**src/rtl/boreal_gate_arbiter_if.sv**
```systemverilog
// Request/response and gate action bundle for boreal_gate_arbiter.
// The master view is the arbiter; the slave view is the requester/gate side.
interface boreal_gate_arbiter_if #(
   parameter int NREQ = 4
);
   logic [NREQ-1:0]     req_valid;
   logic [NREQ*256-1:0] req_payload;
   logic [NREQ-1:0]     req_enable;
   logic [NREQ-1:0]     req_ready;
   logic [NREQ-1:0]     rsp_valid;
   logic [159:0]        rsp_payload;
   logic                act_valid;
   logic [255:0]        act_payload;
   logic                act_ready;
   logic                resp_valid;
   logic [159:0]        resp_payload;
   logic                busy;
   logic [2:0]          grant_id;
   logic                timeout_sticky;
   logic                timeout_clr;

   modport master (
      input  req_valid, req_payload, req_enable, act_ready, resp_valid, resp_payload, timeout_clr,
      output req_ready, rsp_valid, rsp_payload, act_valid, act_payload, busy, grant_id, timeout_sticky
   );

   modport slave (
      output req_valid, req_payload, req_enable, act_ready, resp_valid, resp_payload, timeout_clr,
      input  req_ready, rsp_valid, rsp_payload, act_valid, act_payload, busy, grant_id, timeout_sticky
   );
endinterface

```
**src/rtl/boreal_gate_arbiter.sv**
```systemverilog
// Round-robin arbiter sharing the single Central Gate action port between
// NREQ requesters, with a response watchdog that synthesizes a timeout reply.
module boreal_gate_arbiter #(
   parameter int          NREQ           = 4,
   parameter int          TIMEOUT_CYCLES = 1024,
   parameter logic [31:0] REASON_TIMEOUT = 32'h0000_00FF
) (
   input  logic                 clk,
   input  logic                 rst_n,
   boreal_gate_arbiter_if.master bus
);
   localparam int PW = (NREQ > 1) ? $clog2(NREQ) : 1;

   typedef enum logic [1:0] {S_IDLE, S_ISSUE, S_WAIT, S_DRAIN} state_t;

   state_t            r_state, w_state;
   logic [PW-1:0]     r_ptr, w_ptr, r_grant, w_grant, w_pick, w_cand;
   logic [NREQ-1:0]   r_req_ready, w_req_ready, r_rsp_valid, w_rsp_valid, w_elig;
   logic              w_hit;
   logic [159:0]      r_rsp_payload, w_rsp_payload;
   logic [255:0]      r_act_payload, w_act_payload;
   logic              r_act_valid, w_act_valid, r_busy, w_busy, r_sticky, w_sticky;
   logic              r_rdy1, w_rdy1;   // act_ready seen on the previous DRAIN cycle
   logic [31:0]       r_wdog, w_wdog;

   assign bus.req_ready      = r_req_ready;
   assign bus.rsp_valid      = r_rsp_valid;
   assign bus.rsp_payload    = r_rsp_payload;
   assign bus.act_valid      = r_act_valid;
   assign bus.act_payload    = r_act_payload;
   assign bus.busy           = r_busy;
   assign bus.grant_id       = 3'(r_grant);
   assign bus.timeout_sticky = r_sticky;

   // Round-robin pick: first eligible index at or above the pointer, wrapping.
   always_comb begin
      w_elig = bus.req_valid & bus.req_enable;
      w_hit  = 1'b0;
      w_pick = '0;
      w_cand = '0;
      for (int k = 0; k < NREQ; k++) begin
         w_cand = PW'((int'(r_ptr) + k) % NREQ);
         if (!w_hit && w_elig[w_cand]) begin
            w_hit  = 1'b1;
            w_pick = w_cand;
         end
      end
   end

   // Next-state and next-output logic; every output is registered below.
   always_comb begin
      w_state       = r_state;
      w_ptr         = r_ptr;
      w_grant       = r_grant;
      w_act_payload = r_act_payload;
      w_act_valid   = r_act_valid;
      w_rsp_payload = r_rsp_payload;
      w_wdog        = r_wdog;
      w_rdy1        = r_rdy1;
      w_req_ready   = '0;
      w_rsp_valid   = '0;
      // A watchdog expiry later in this block overrides the clear.
      w_sticky      = r_sticky & ~bus.timeout_clr;
      case (r_state)
         S_IDLE: begin
            w_act_valid = 1'b0;
            if (w_hit && bus.act_ready) begin
               w_req_ready   = NREQ'(1) << w_pick;
               w_act_payload = bus.req_payload[int'(w_pick)*256 +: 256];
               w_act_valid   = 1'b1;
               w_grant       = w_pick;
               w_ptr         = (w_pick == PW'(NREQ-1)) ? '0 : w_pick + 1'b1;
               w_state       = S_ISSUE;
            end
         end
         S_ISSUE: begin
            if (bus.act_ready) begin
               w_act_valid = 1'b0;
               w_wdog      = '0;
               w_state     = S_WAIT;
            end
         end
         S_WAIT: begin
            if (bus.resp_valid) begin
               w_rsp_payload = bus.resp_payload;
               w_rsp_valid   = NREQ'(1) << r_grant;
               w_state       = S_IDLE;
            end else if (TIMEOUT_CYCLES != 0 && r_wdog == 32'(TIMEOUT_CYCLES-1)) begin
               w_rsp_payload = {32'd0, REASON_TIMEOUT, 64'd0, 32'd0};
               w_rsp_valid   = NREQ'(1) << r_grant;
               w_sticky      = 1'b1;
               w_rdy1        = 1'b0;
               w_state       = S_DRAIN;
            end else if (TIMEOUT_CYCLES != 0) begin
               w_wdog = r_wdog + 32'd1;
            end
         end
         S_DRAIN: begin
            // Late gate responses are swallowed; two idle cycles also prove the gate is free.
            if (bus.resp_valid) begin
               w_rdy1  = 1'b0;
               w_state = S_IDLE;
            end else if (bus.act_ready) begin
               w_rdy1 = 1'b1;
               if (r_rdy1) begin
                  w_rdy1  = 1'b0;
                  w_state = S_IDLE;
               end
            end else begin
               w_rdy1 = 1'b0;
            end
         end
         default: w_state = S_IDLE;
      endcase
      w_busy = (w_state != S_IDLE);
   end

   // State and registered outputs.
   always_ff @(posedge clk or negedge rst_n) begin
      if (!rst_n) begin
         r_state       <= S_IDLE;
         r_ptr         <= '0;
         r_grant       <= '0;
         r_act_payload <= '0;
         r_act_valid   <= 1'b0;
         r_rsp_payload <= '0;
         r_rsp_valid   <= '0;
         r_req_ready   <= '0;
         r_wdog        <= '0;
         r_rdy1        <= 1'b0;
         r_sticky      <= 1'b0;
         r_busy        <= 1'b0;
      end else begin
         r_state       <= w_state;
         r_ptr         <= w_ptr;
         r_grant       <= w_grant;
         r_act_payload <= w_act_payload;
         r_act_valid   <= w_act_valid;
         r_rsp_payload <= w_rsp_payload;
         r_rsp_valid   <= w_rsp_valid;
         r_req_ready   <= w_req_ready;
         r_wdog        <= w_wdog;
         r_rdy1        <= w_rdy1;
         r_sticky      <= w_sticky;
         r_busy        <= w_busy;
      end
   end
endmodule

```
**src/flat_wrapper.sv**
```systemverilog
// flat-port wrapper written by rule: the top's interface ports become plain ports
module boreal_gate_arbiter_flat 
#(
   parameter int          NREQ           = 4,
   parameter int          TIMEOUT_CYCLES = 1024,
   parameter logic [31:0] REASON_TIMEOUT = 32'h0000_00FF
)
  (clk, rst_n, bus_req_valid, bus_req_payload, bus_req_enable, bus_act_ready, bus_resp_valid, bus_resp_payload, bus_timeout_clr, bus_req_ready, bus_rsp_valid, bus_rsp_payload, bus_act_valid, bus_act_payload, bus_busy, bus_grant_id, bus_timeout_sticky);
  boreal_gate_arbiter_if #(.NREQ(NREQ)) bus_i ();
  input  logic clk;
  input  logic rst_n;
  input wire logic [$bits(bus_i.req_valid)-1:0] bus_req_valid;
  input wire logic [$bits(bus_i.req_payload)-1:0] bus_req_payload;
  input wire logic [$bits(bus_i.req_enable)-1:0] bus_req_enable;
  input wire logic [$bits(bus_i.act_ready)-1:0] bus_act_ready;
  input wire logic [$bits(bus_i.resp_valid)-1:0] bus_resp_valid;
  input wire logic [$bits(bus_i.resp_payload)-1:0] bus_resp_payload;
  input wire logic [$bits(bus_i.timeout_clr)-1:0] bus_timeout_clr;
  output wire logic [$bits(bus_i.req_ready)-1:0] bus_req_ready;
  output wire logic [$bits(bus_i.rsp_valid)-1:0] bus_rsp_valid;
  output wire logic [$bits(bus_i.rsp_payload)-1:0] bus_rsp_payload;
  output wire logic [$bits(bus_i.act_valid)-1:0] bus_act_valid;
  output wire logic [$bits(bus_i.act_payload)-1:0] bus_act_payload;
  output wire logic [$bits(bus_i.busy)-1:0] bus_busy;
  output wire logic [$bits(bus_i.grant_id)-1:0] bus_grant_id;
  output wire logic [$bits(bus_i.timeout_sticky)-1:0] bus_timeout_sticky;
  assign bus_i.req_valid = bus_req_valid;
  assign bus_i.req_payload = bus_req_payload;
  assign bus_i.req_enable = bus_req_enable;
  assign bus_i.act_ready = bus_act_ready;
  assign bus_i.resp_valid = bus_resp_valid;
  assign bus_i.resp_payload = bus_resp_payload;
  assign bus_i.timeout_clr = bus_timeout_clr;
  assign bus_req_ready = bus_i.req_ready;
  assign bus_rsp_valid = bus_i.rsp_valid;
  assign bus_rsp_payload = bus_i.rsp_payload;
  assign bus_act_valid = bus_i.act_valid;
  assign bus_act_payload = bus_i.act_payload;
  assign bus_busy = bus_i.busy;
  assign bus_grant_id = bus_i.grant_id;
  assign bus_timeout_sticky = bus_i.timeout_sticky;
  boreal_gate_arbiter #(.NREQ(NREQ), .TIMEOUT_CYCLES(TIMEOUT_CYCLES), .REASON_TIMEOUT(REASON_TIMEOUT)) u_core (.clk(clk), .rst_n(rst_n), .bus(bus_i));
endmodule
```
**config.mk**
```make
export PLATFORM = sky130hd
export DESIGN_NAME = boreal_gate_arbiter_flat
export DESIGN_NICKNAME = d
export VERILOG_FILES = /design/src/rtl/boreal_gate_arbiter_if.sv /design/src/rtl/boreal_gate_arbiter.sv /design/src/flat_wrapper.sv
export SDC_FILE = /design/constraint.sdc
export NUM_CORES = 1
export LEC_CHECK = 0
export ABC_AREA = 1
export CAP_MARGIN = 20
export CORE_AREA = 4 4 631 633
export CTS_CLUSTER_DIAMETER = 80
export CTS_CLUSTER_SIZE = 30
export DETAILED_ROUTE_END_ITERATION = 6
export DIE_AREA = 0 0 635 637
export SLEW_MARGIN = 20
export SYNTH_ARGS = -nofsm -noshare
export SYNTH_HDL_FRONTEND = slang
export SYNTH_SLANG_ARGS = --single-unit
```
**constraint.sdc**
```tcl
create_clock -name clk -period 2.6 [get_ports clk]
set_input_delay 0.78 -clock clk [delete_from_list [all_inputs] [get_ports clk]]
set_output_delay 0.78 -clock clk [all_outputs]
set_load 0.05 [all_outputs]
```
=== Word-level counts from Yosys, hierarchy flattened ===
Index checks and enable logic that the tools add are counted.

* Register bits after elaboration: 466
* Input port bits: 1197
* Output and inout port bits: 430

* Add/subtract/negate cells: 5
* Bitwise operators: 3
* Shift operators: 3
* Multiplexer cells: 48
* Order comparisons: 4
* Equal/unequal tests: 9
* Reduce and logical (&&, ||, !) cells: 18

{| class="wikitable"
|+ Operators with widths
! kind !! number
|-
| variable part select 1024 x 11 -> 256 bit || 1
|-
| two-way mux 160 bit || 2
|-
| two-way mux 32 bit || 3
|-
| one-hot mux 32 bit (2 select lines) || 1
|-
| adder 32 x 1 -> 32 bit (second input constant) || 1
|-
| == test 32 x 10 -> 1 bit (second input constant) || 1
|-
| two-way mux 2 bit || 12
|-
| two-way mux 4 bit || 5
|-
| two-way mux 1 bit || 18
|-
| less-than comparator 2 x 3 -> 1 bit (second input constant) || 4
|-
| nonzero test 2 bit || 5
|-
| binary-select mux 1 bit (select 2 bit) || 4
|-
| one-hot mux 2 bit (4 select lines) || 1
|-
| << shifter 1 x 2 -> 4 bit (first input constant) || 2
|-
| == test 2 bit (second input constant) || 3
|-
| != test 2 bit (second input constant) || 3
|-
| AND reduction 2 bit || 3
|-
| adder 2 x 1 -> 2 bit (second input constant) || 2
|-
| adder 2 bit (second input constant) || 2
|-
| bitwise AND 4 bit || 1
|-
| logical AND 1 bit || 4
|-
| one-hot mux 1 bit (2 select lines) || 2
|-
| AND reduction 4 bit || 1
|-
| logical NOT 1 bit || 3
|-
| other kinds (6) || 6
|}

=== Depth between registers and ports, before layout ===
Gate-level depths: netlist of the first run.

* Depth in word-level cells: 17
* Gate-level depth with buffers: 18

=== Worst setup path after synthesis of the first run ===
Ideal clock, no wire load.

* Kind: input to register
* From: in bus_req_valid[1]
* To: reg u_core.r_ptr[1]
* Data required time: 2.473 ns
* Path buffers: 2
* Setup time: 0.127 ns
* Setup slack: 0.219 ns
* Arrival time: 2.254 ns
* Stages on the path: 15
* Path through: nand2_1 nand2_1 nand2_1 nand2_1 nand2_2 nand2_1 nand2_1 nor2_2 nand2_2 nand2_4 buf_4 buf_2 ha_1 nand2_1 o21ai_0

* Cells in the longest elaborated chain, start to end: 15
* Elaborated cells between the ends (all ways): 28

{| class="wikitable"
|+ Ends and longest elaborated chain
! what !! line !! text
|-
| from (decl) || flat_wrapper.sv:12 || <nowiki>input wire logic [$bits(bus_i.req_valid)-1:0] bus_req_valid;</nowiki>
|-
| bitwise AND 4 bit * || boreal_gate_arbiter.sv:37 || <nowiki>w_elig = bus.req_valid & bus.req_enable;</nowiki>
|-
| binary-select mux 1 bit (select 2 bit) || boreal_gate_arbiter.sv:43 || <nowiki>if (!w_hit && w_elig[w_cand]) begin</nowiki>
|-
| two-way mux 1 bit (implied by the code) || boreal_gate_arbiter.sv:43 ||
|-
| two-way mux 1 bit || boreal_gate_arbiter.sv:43 ||
|-
| logical NOT 1 bit || boreal_gate_arbiter.sv:43 ||
|-
| logical AND 1 bit || boreal_gate_arbiter.sv:43 ||
|-
| two-way mux 1 bit || boreal_gate_arbiter.sv:43 ||
|-
| logical NOT 1 bit || boreal_gate_arbiter.sv:43 ||
|-
| logical AND 1 bit || boreal_gate_arbiter.sv:43 ||
|-
| two-way mux 1 bit || boreal_gate_arbiter.sv:43 ||
|-
| logical NOT 1 bit || boreal_gate_arbiter.sv:43 ||
|-
| logical AND 1 bit || boreal_gate_arbiter.sv:43 ||
|-
| two-way mux 2 bit * || boreal_gate_arbiter.sv:43 ||
|-
| via u_core.w_pick[0] || boreal_gate_arbiter.sv:17 || <nowiki>logic [PW-1:0] r_ptr, w_ptr, r_grant, w_grant, w_pick, w_cand;</nowiki>
|-
| adder 2 x 1 -> 2 bit or == test 2 bit (tied branches) || boreal_gate_arbiter.sv:72 || <nowiki>w_ptr = (w_pick == PW'(NREQ-1)) ? '0 : w_pick + 1'b1;</nowiki>
|-
| two-way mux 2 bit * || boreal_gate_arbiter.sv:72 ||
|-
| to (signal assigned) || boreal_gate_arbiter.sv:135 || <nowiki>r_ptr <= w_ptr;</nowiki>
|-
| to (decl) || boreal_gate_arbiter.sv:17 ||
|}

The timed path passes the listed nets; every way through them passes the cells marked *. The select of a mux whose other input is x is not followed.
A chain may end at the register's enable or synchronous reset.

=== Final worst setup path of the first run ===
* From: in bus_req_valid[0]
* To: reg u_core.r_act_payload[70] (netlist: u_core.bus.act_payload[70])

* Cells in the longest elaborated chain, start to end: 15
* Elaborated cells between the ends (all ways): 26

{| class="wikitable"
|+ Ends and longest elaborated chain
! what !! line !! text
|-
| bitwise AND 4 bit * || boreal_gate_arbiter.sv:37 ||
|-
| branches (longest 14 deep; another with binary-select mux 1 bit (select 2 bit)) || -- ||
|-
| to (signal assigned) || boreal_gate_arbiter.sv:137 || <nowiki>r_act_payload <= w_act_payload;</nowiki>
|-
| to (decl) || boreal_gate_arbiter.sv:21 || <nowiki>logic [255:0] r_act_payload, w_act_payload;</nowiki>
|}

Every way passes the cells marked *. The select of a mux whose other input is x is not followed.

==> impl_results.md, run 1 <==
* Outcome: finished, violations left
* Failing checks: setup timing
* DP HPWL at 292000 um
* Compound-Gate Fraction of Synth Area at 1.169%
* Leak at between 20 and 25 nW
* DRC at 0
* Final net count at 7080
* CP Capture Type: register
* Post-route setup TNS at -0.1374 ns
* CTS sink count at roughly 470
* Hold Path Class: register to register
* Hold Path Sink: u_core.bus.rsp_payload[36]
* Worst Path Max Fanout at 8
* CP Launch Type: input pin
* Kind of critical path: input pin to register
* Max-slew violations at 0
* Area delta synth->final at 106.7%
* Max_cap viols at 0
* Standard-cell rows at 230
* Met1 usage at between 15 and 20%
* Core area at 392000 um^2
* CTS Buf Count at 59
* Combinational family with the most area after synthesis: simple AND/OR/NAND/NOR gates
* Critical R2R Launch: u_core.r_ptr[0]
* Vias in the first global route at 35350
* Worst-margin pin slew at 0.6160 ns
* Root buffer cell: clkbuf_16
* Final setup violation count at 13
* Met3 Resource Use GR at 5.490%
* Switching Power at roughly 0.053 W
* Routed wire length at 336300 um
* Mapped Cells at roughly 4000
* Initial Util at 7.021%
* Critical path depth in cells at 19
* Share of the synthesized area in the top cell type at a little over two fifths
* Flop pwr share at 14.0%
* Overall power at 0.09235 W
* Met2 Usage GRT at 25.28%
* Final hold vios at 0
* Mapped Nets at 5296
* Share of post-route cells with drive strength above 1 at between 15 and 20%
* Max frequency at between 300 and 400 MHz
* Commonest non-fill, non-tap cell in the layout: nand2_1
* Largest net degree at the start of global routing at 113
* Simple-Gate Fraction of Synth Area at roughly half
* Setup Skew at 0.1023 ns
* Seq/Total Area, Yosys at 42.38%
* H-tree depth at 2
* TritonCTS clock tree: done
* # IOs at 1627
* Initial detailed-routing violation count at 3630
* Post-synthesis xor/xnor area fraction at less than 1%
* Commonest cells after routing, fill and taps aside: nand2_1, clkdlybuf4s50_1, nand3_1, dfrtp_1, buf_4
* Design area at 56870 um^2
* Clock share of power at 10.8%
* Period utilization at 101.5%
* Ys Warns at 0
* WP buf/inv at 7
* Synth area leaders: dfrtp_1, nand2_1, nand3_1
* Synth Area in Adders at 0.2273%
* Mux share of post-synthesis cell area at 0%
* Clock insertion delay at the later pin of the skew report at 0.81 ns
* Final Critical Period at 2.640 ns
* FF-to-FF setup slack at 0.01 ns
* Slowest stage cell, crit path: clkdlybuf4s50_1
* Clk pin slew, worst setup/hold paths at 0.07 ns
* Placer Congestion at about 0.97
* Die ar. at just over 400000 um^2
* Initial antenna violation count at 286
* I/O Buffers at approximately 1600
* Crit path setup slack, layout at -0.03973 ns
* Cell-internal power at 0.03938 W
* Synth unique cells at 39
* First-pass GRT wire length at 411000 um
* Die W at 635 um
* Pwr/cell area at 1624 nW/um^2
* ANT nets after route at 0
* Delay-heaviest family, CP: buffers and inverters
* Pre-antenna DRT Iters at 6
* RSZ-0062 raised after global routing: true
* Path depth of the worst reg2reg path at 18
* Sw Share at roughly 57%
* Die Height at 637 um
* Clock Path Buffers at 3
* Critical Path AT at 3.26 ns
* Via count at 37690
* Slowest stage delay, CP at 0.53 ns
* Grt peak-use layer: met2
* Setup WS pre-CTS at -1.407 ns
* Reg2reg end: u_core.bus.act_payload[70]
* Tot GR Track Use at 15.70%
* Yosys reg bits at 466
* Wire per inst at between 20 and 30 um
* Remaining global-route overflow at 0
* Area leader, netlist: dfrtp_1
* Post-DP Area at 52560 um^2
* Vias per cell at 3.359
* Avg Inst Size Synth at between 6 and 7 um^2
* WP data required at 3.22 ns
* Netlist Area Pre-Place at about 28000 um^2
* Hold path start: u_core.bus.rsp_payload[36]
* Crit path cell chain: clkdlybuf4s50_1 > nand2_1 > nand2_1 > nand2_2 > buf_4 > nand2_4 > nand2_4 > clkinv_1 > nand4_1 > nand2_4 > nand2_8 > nor2_4 > buf_12 > buf_16 > buf_12 > buf_8 > nand3_1 > nand2_1 > nor2_1
* Worst vdd ir at 0.8251 mV
* Number of fill cells at 45070
* Fin Hold WS at around 0.47 ns
* Comb pwr share at 75.2%
* Hold path depth at 2
* Max transition margin at 59.10%
## power groups by stage
stage / clock (W) / combinational, W / sequential [W]
after CTS: 0.0104 / 0.0664 / 0.0129
after floorplan: 0 / 0.0219 / 0.0234
final: 0.0100 / 0.0694 / 0.0129
after global placement: 0 / 0.0648 / 0.0129
after detailed placement: 0 / 0.0647 / 0.0129
after global routing: 0.0106 / 0.0735 / 0.0132
## cells in the mapped netlist, drive strengths merged
master / count
xor2: 19
nand3b: 1
clkbuf: 75
a21o: 1
ha: 5
conb: 1
or3: 1
nor2: 391
inv: 49
or2: 164
o21ai: 22
clkinv: 2
nor4: 6
nand4: 12
buf: 218
dfrtp: 466
o21a: 2
a21oi: 5
o31ai: 21
nand2: 1786
xnor2: 5
o22ai: 1
nor3: 14
nand3: 827
## logic make-up after synthesis
group / count (synthesis)
DFF: 466
xor gates and xnor gates: 24
and+or+nand+nor: 3202
adders and majority gates: 5
buffers and inverters: 344
other: 1
AOI/OAI and AO/OA: 52
## worst reg2reg max path: cells and delay by family (launching register included)
family                 cells  cell delay, ns
and+or+nand+nor           11            0.99
DFF                        1            0.46
buffers and inverters      7            0.98
## sequential cells by signal (all words and copies together) (netlist names)
signal                     count
u_core.r_wdog                 32
u_core.bus.req_ready           4
u_core.bus.rsp_payload       160
u_core.r_state                 2
u_core.r_ptr                   2
u_core.bus.act_valid           1
u_core.r_rdy1                  1
u_core.bus.busy                1
u_core.bus.timeout_sticky      1
u_core.bus.rsp_valid           4
u_core.r_grant                 2
u_core.bus.act_payload       256
## stage by stage
| stage | cells | util [%] |
|---|---|---|
| global placement | 10990 | 13.41 |
| CTS | 11120 | 14.20 |
| detailed placement | 10990 | 13.41 |
| floorplan | 4094 | - |
| global route | 11180 | 14.49 |
| finish | 11220 | 14.51 |
## how the worst max path moves through the flow
stage,end,slack (ns),startpoint
5_1_grt,u_core.bus.act_payload[70],-0.12,u_core.r_ptr[0]
3_5_place_dp,u_core.bus.act_payload[12],-1.41,bus_req_enable[1]
4_1_cts,u_core.bus.act_payload[13],-0.01,u_core.r_ptr[0]
6_report,u_core.bus.act_payload[70],-0.04,bus_req_valid[0]
3_3_place_gp,u_core.bus.act_payload[12],-1.43,bus_req_enable[1]
2_1_floorplan,u_core.r_ptr[1],0.22,bus_req_valid[1]
## metal layers
metal  up-vias  wire length (um)
li1      16730                 -
met1     18140            138200
met2      2066            152500
met3       631             32040
met4       130             12730
met5         -               855
## layout make-up
cell class / instances / area, um^2 / area share (%)
multi-input combinational: 3284 / 14980 / 26.34
antenna: 71 / 177.7 / 0.3124
timing repair inverter: 1 / 16.27 / 0.02860
inverter: 51 / 222.7 / 0.3916
clock buffer: 64 / 1525 / 2.682
sequential: 466 / 11660 / 20.51
tap: 5220 / 6531 / 11.48
timing repair buffer: 2015 / 21020 / 36.95
clock inverter: 48 / 743.2 / 1.307
## what timing repair did
item                                   CTS  global route
setup endpoints to repair              453           235
resized for setup                      556           147
hold buffers                             1             0
setup buffers                           17            16
endpoints found under the hold margin   19             0
gates cloned                             9            13
pin swaps                               19            25
(Power assumes the default switching activity.)
==> run 2, diff against run 1 <==
==> constraint.sdc (replaced) <==
create_clock -name clk -period 2.6 [get_ports clk]
set_input_delay 0.65 -clock clk [delete_from_list [all_inputs] [get_ports clk]]
set_output_delay 0.65 -clock clk [all_outputs]
set_load 0.05 [all_outputs]
==> run 2 against run 1 <==
Against the previous run:
- the flow still finishes with violations (setup timing)
- count of clock-buffer cells in the layout is 2 lower
- first-iteration DRC count is 0.28% higher
- fmax is 1.4% higher
- non-clock buffer count is 38 higher
- critical path type is now register to register
- largest power group unchanged
- highest routed layer unchanged
==> impl_results.md, run 2 (synthesis gave the netlist of run 1 again) <==
* Post-DP Area at 52750 um^2 (+0.37%)
* Crit path setup slack, layout at -0.003697 ns (+0.03603 ns)
* FF-to-FF setup slack at -0.004 ns (about the same)
* Final core occ at 14.84% (+0.33 points)
* First-pass GRT wire length at 415100 um (+1.0%)
* Placer Congestion at 0.9488 (-2.6%)
* Wire per inst at 30.78 um (+2.7%)
* Max-slew violations at 0 (unchanged)
* CTS sink count at 466 (unchanged)
* Sum of routed wire segments on met1 at 136100 um (-1.5%)
* Final Critical Period at 2.604 ns (-0.03603 ns)
* Initial Util at 7.021% (unchanged)
* DRC at 0 (unchanged)
* WP buf/inv at 8 (+1)
* RSZ-0062 raised after global routing: true
* Worst-margin pin slew at 0.6807 ns (+0.06473 ns)
* I/O Buffers at 1625 (unchanged)
* Standard-cell rows at 230 (unchanged)
* Design area at 58160 um^2 (+2.3%)
* Post-route insts no fill at 11270 (+0.40%)
* Post-route setup TNS at -0.003697 ns (+0.1337 ns)
* Remaining global-route overflow at 0 (unchanged)
* Root buffer cell: clkbuf_16
* Path depth of the worst reg2reg path at 19 (+1)
* Worst Path Max Fanout at 8 (unchanged)
* Setup WS pre-CTS at -1.179 ns (+0.2274 ns)
* Setup Skew at 0.08498 ns (-0.01729 ns)
* Critical Path AT at 3.29 ns (+0.03 ns)
* CTS Buf Count at 57 (-3.4%)
* Final net count at 7115 (+0.49%)
* Final setup violation count at 1 (-12)
* TritonCTS clock tree: done
* CP Launch Type: register
* Clock insertion delay at the later pin of the skew report at 0.80 ns (about the same)
* Crit path cell chain: buf_12 > buf_4 > nand2_2 > nand3_1 > nand2_1 > nand2_2 > nand2_4 > buf_6 > nand2_8 > nand2_8 > buf_6 > inv_12 > buf_16 > buf_12 > clkbuf_16 > nand2_1 > nand2_1 > nor2_1 > nor2_1
* Die W at 635 um (unchanged)
* Delay-heaviest family, CP: buffers and inverters
* Die ar. at 404500 um^2 (unchanged)
* CP startpoint: u_core.r_ptr[0]
* Commonest non-fill, non-tap cell in the layout: nand2_1
* Via count at 38130 (+1.2%)
* Metal3 WL at 39260 um (+23%)
* Max_cap viols at 0 (unchanged)
* Tot GR Track Use at 15.94% (+0.24 points)
* Reg2reg end: u_core.bus.act_payload[94]
* Max frequency at 384.1 MHz (+1.4%)
* Failing checks: setup timing
* Most frequent CP cell: nand2_1
* Kind of critical path: register to register
* Outcome: finished, violations left
* Area delta synth->final at 111.3%
* # IOs at 1627 (unchanged)
* Pre-antenna DRT Iters at 6 (unchanged)
* Leak at 25.16 nW (+2.5%)
* Metal2 WL at 158500 um (+3.9%)
* Initial detailed-routing violation count at 3640 (+0.28%)
* Share of post-route cells with drive strength above 1 at 18.00% (+0.10 points)
* Inst Count DP at 10980 (-0.046%)
* ANT nets after route at 0 (unchanged)
* Highest Signal Layer: met5
* Critical path depth in cells at 19 (unchanged)
* Hold Path Class: input pin to asynchronous set/reset pin
* DP HPWL at 293200 um (+0.38%)
* Core area at 392000 um^2 (unchanged)
* Worst vdd ir at 1.003 mV (+22%)
* Routed wire length at 346700 um (+3.1%)
* Period utilization at 100.1% (-1.4 points)
* WP data required at 3.29 ns (+0.07 ns)
* Commonest cells after routing, fill and taps aside: nand2_1, clkdlybuf4s50_1, nand3_1, dfrtp_1, nor2_1
* Critical R2R Launch: u_core.r_ptr[0]
* Die Height at 637 um (unchanged)
* H-tree depth at 2 (unchanged)
* Largest net degree at the start of global routing at 116 (+2.7%)
* Initial antenna violation count at 298 (+4.2%)
* Clk pin slew, worst setup/hold paths at 0.07 ns (about the same)
* Clock Path Buffers at 3 (unchanged)
* Max reg flops at 256 (unchanged)
* Vias per cell at 3.385 (+0.78%)
* Max transition margin at 54.80% (-4.3 points)
* Pwr/cell area at 1644 nW/um^2 (+1.3%)
* Vias in the first global route at 35450 (+0.26%)
* Slowest stage delay, CP at 0.44 ns (-0.09 ns)
* CP Capture Type: register
* Final hold vios at 0 (unchanged)
* Slowest stage cell, crit path: dfrtp_2
[run 2: per-stage QoR]
| step | hold slack [ns] | total power (W) |
|---|---|---|
| global placement | 0.4527 | 0.07812 |
| detailed placement | 0.4582 | 0.07815 |
| global route | 0.3276 | 0.1006 |
| finish | 0.3658 | 0.09563 |
| CTS | 0.2861 | 0.09115 |
| floorplan | 0.3544 | 0.04534 |
[run 2: area by class of cell]
type                            count  area, um^2
Inverter                           51       216.5
Fill cell                       44980      333800
Sequential cell                   466       11670
Antenna cell                       83       207.7
Tap cell                         5220        6531
Clock inverter                     46       628.1
Multi-Input combinational cell   3284       15640
Timing Repair Buffer             2053       21780
Clock buffer                       62        1495
[run 2: power by group]
group	switching, W	total (W)	internal, W
clock network	0.00479	0.00936	0.00458
registers	0.00236	0.0130	0.0107
logic	0.0477	0.0732	0.0255
[run 2: worst max path at each step]
stage | end | slack, ns
6_report | u_core.bus.act_payload[94] | -0.004
3_3_place_gp | u_core.bus.act_payload[2] | -1.24
2_1_floorplan | u_core.r_ptr[1] | 0.35
4_1_cts | u_core.bus.act_payload[121] | -0.06
5_1_grt | u_core.bus.act_payload[85] | -0.11
3_5_place_dp | u_core.bus.act_payload[2] | -1.18
[run 2: what timing repair did]
action | in CTS | in global routing
pin swaps | 28 | 82
resized for setup | 460 | 300
setup buffers | 32 | 36
gates cloned | 16 | 30
endpoints found under the hold margin | 27 | 0
hold buffers | 1 | 0
setup endpoints to repair | 398 | 244
[run 2: worst reg2reg max path, cell delays in order, from the launching register on]
cell,delay (ns)
dfrtp_2,0.44
buf_12,0.16
buf_4,0.14
nand2_2,0.07
nand3_1,0.07
nand2_1,0.10
nand2_2,0.08
nand2_4,0.09
buf_6,0.11
nand2_8,0.10
nand2_8,0.19
buf_6,0.17
inv_12,0.06
buf_16,0.15
buf_12,0.16
clkbuf_16,0.18
nand2_1,0.07
nand2_1,0.05
nor2_1,0.08
nor2_1,0.06
[run 2: metal layers]
metal	GRT usage, %	up-vias
met4	4.739	174
met1	18.84	18350
met5	0	-
met2	25.62	2134
met3	7.401	649
li1	-	16820
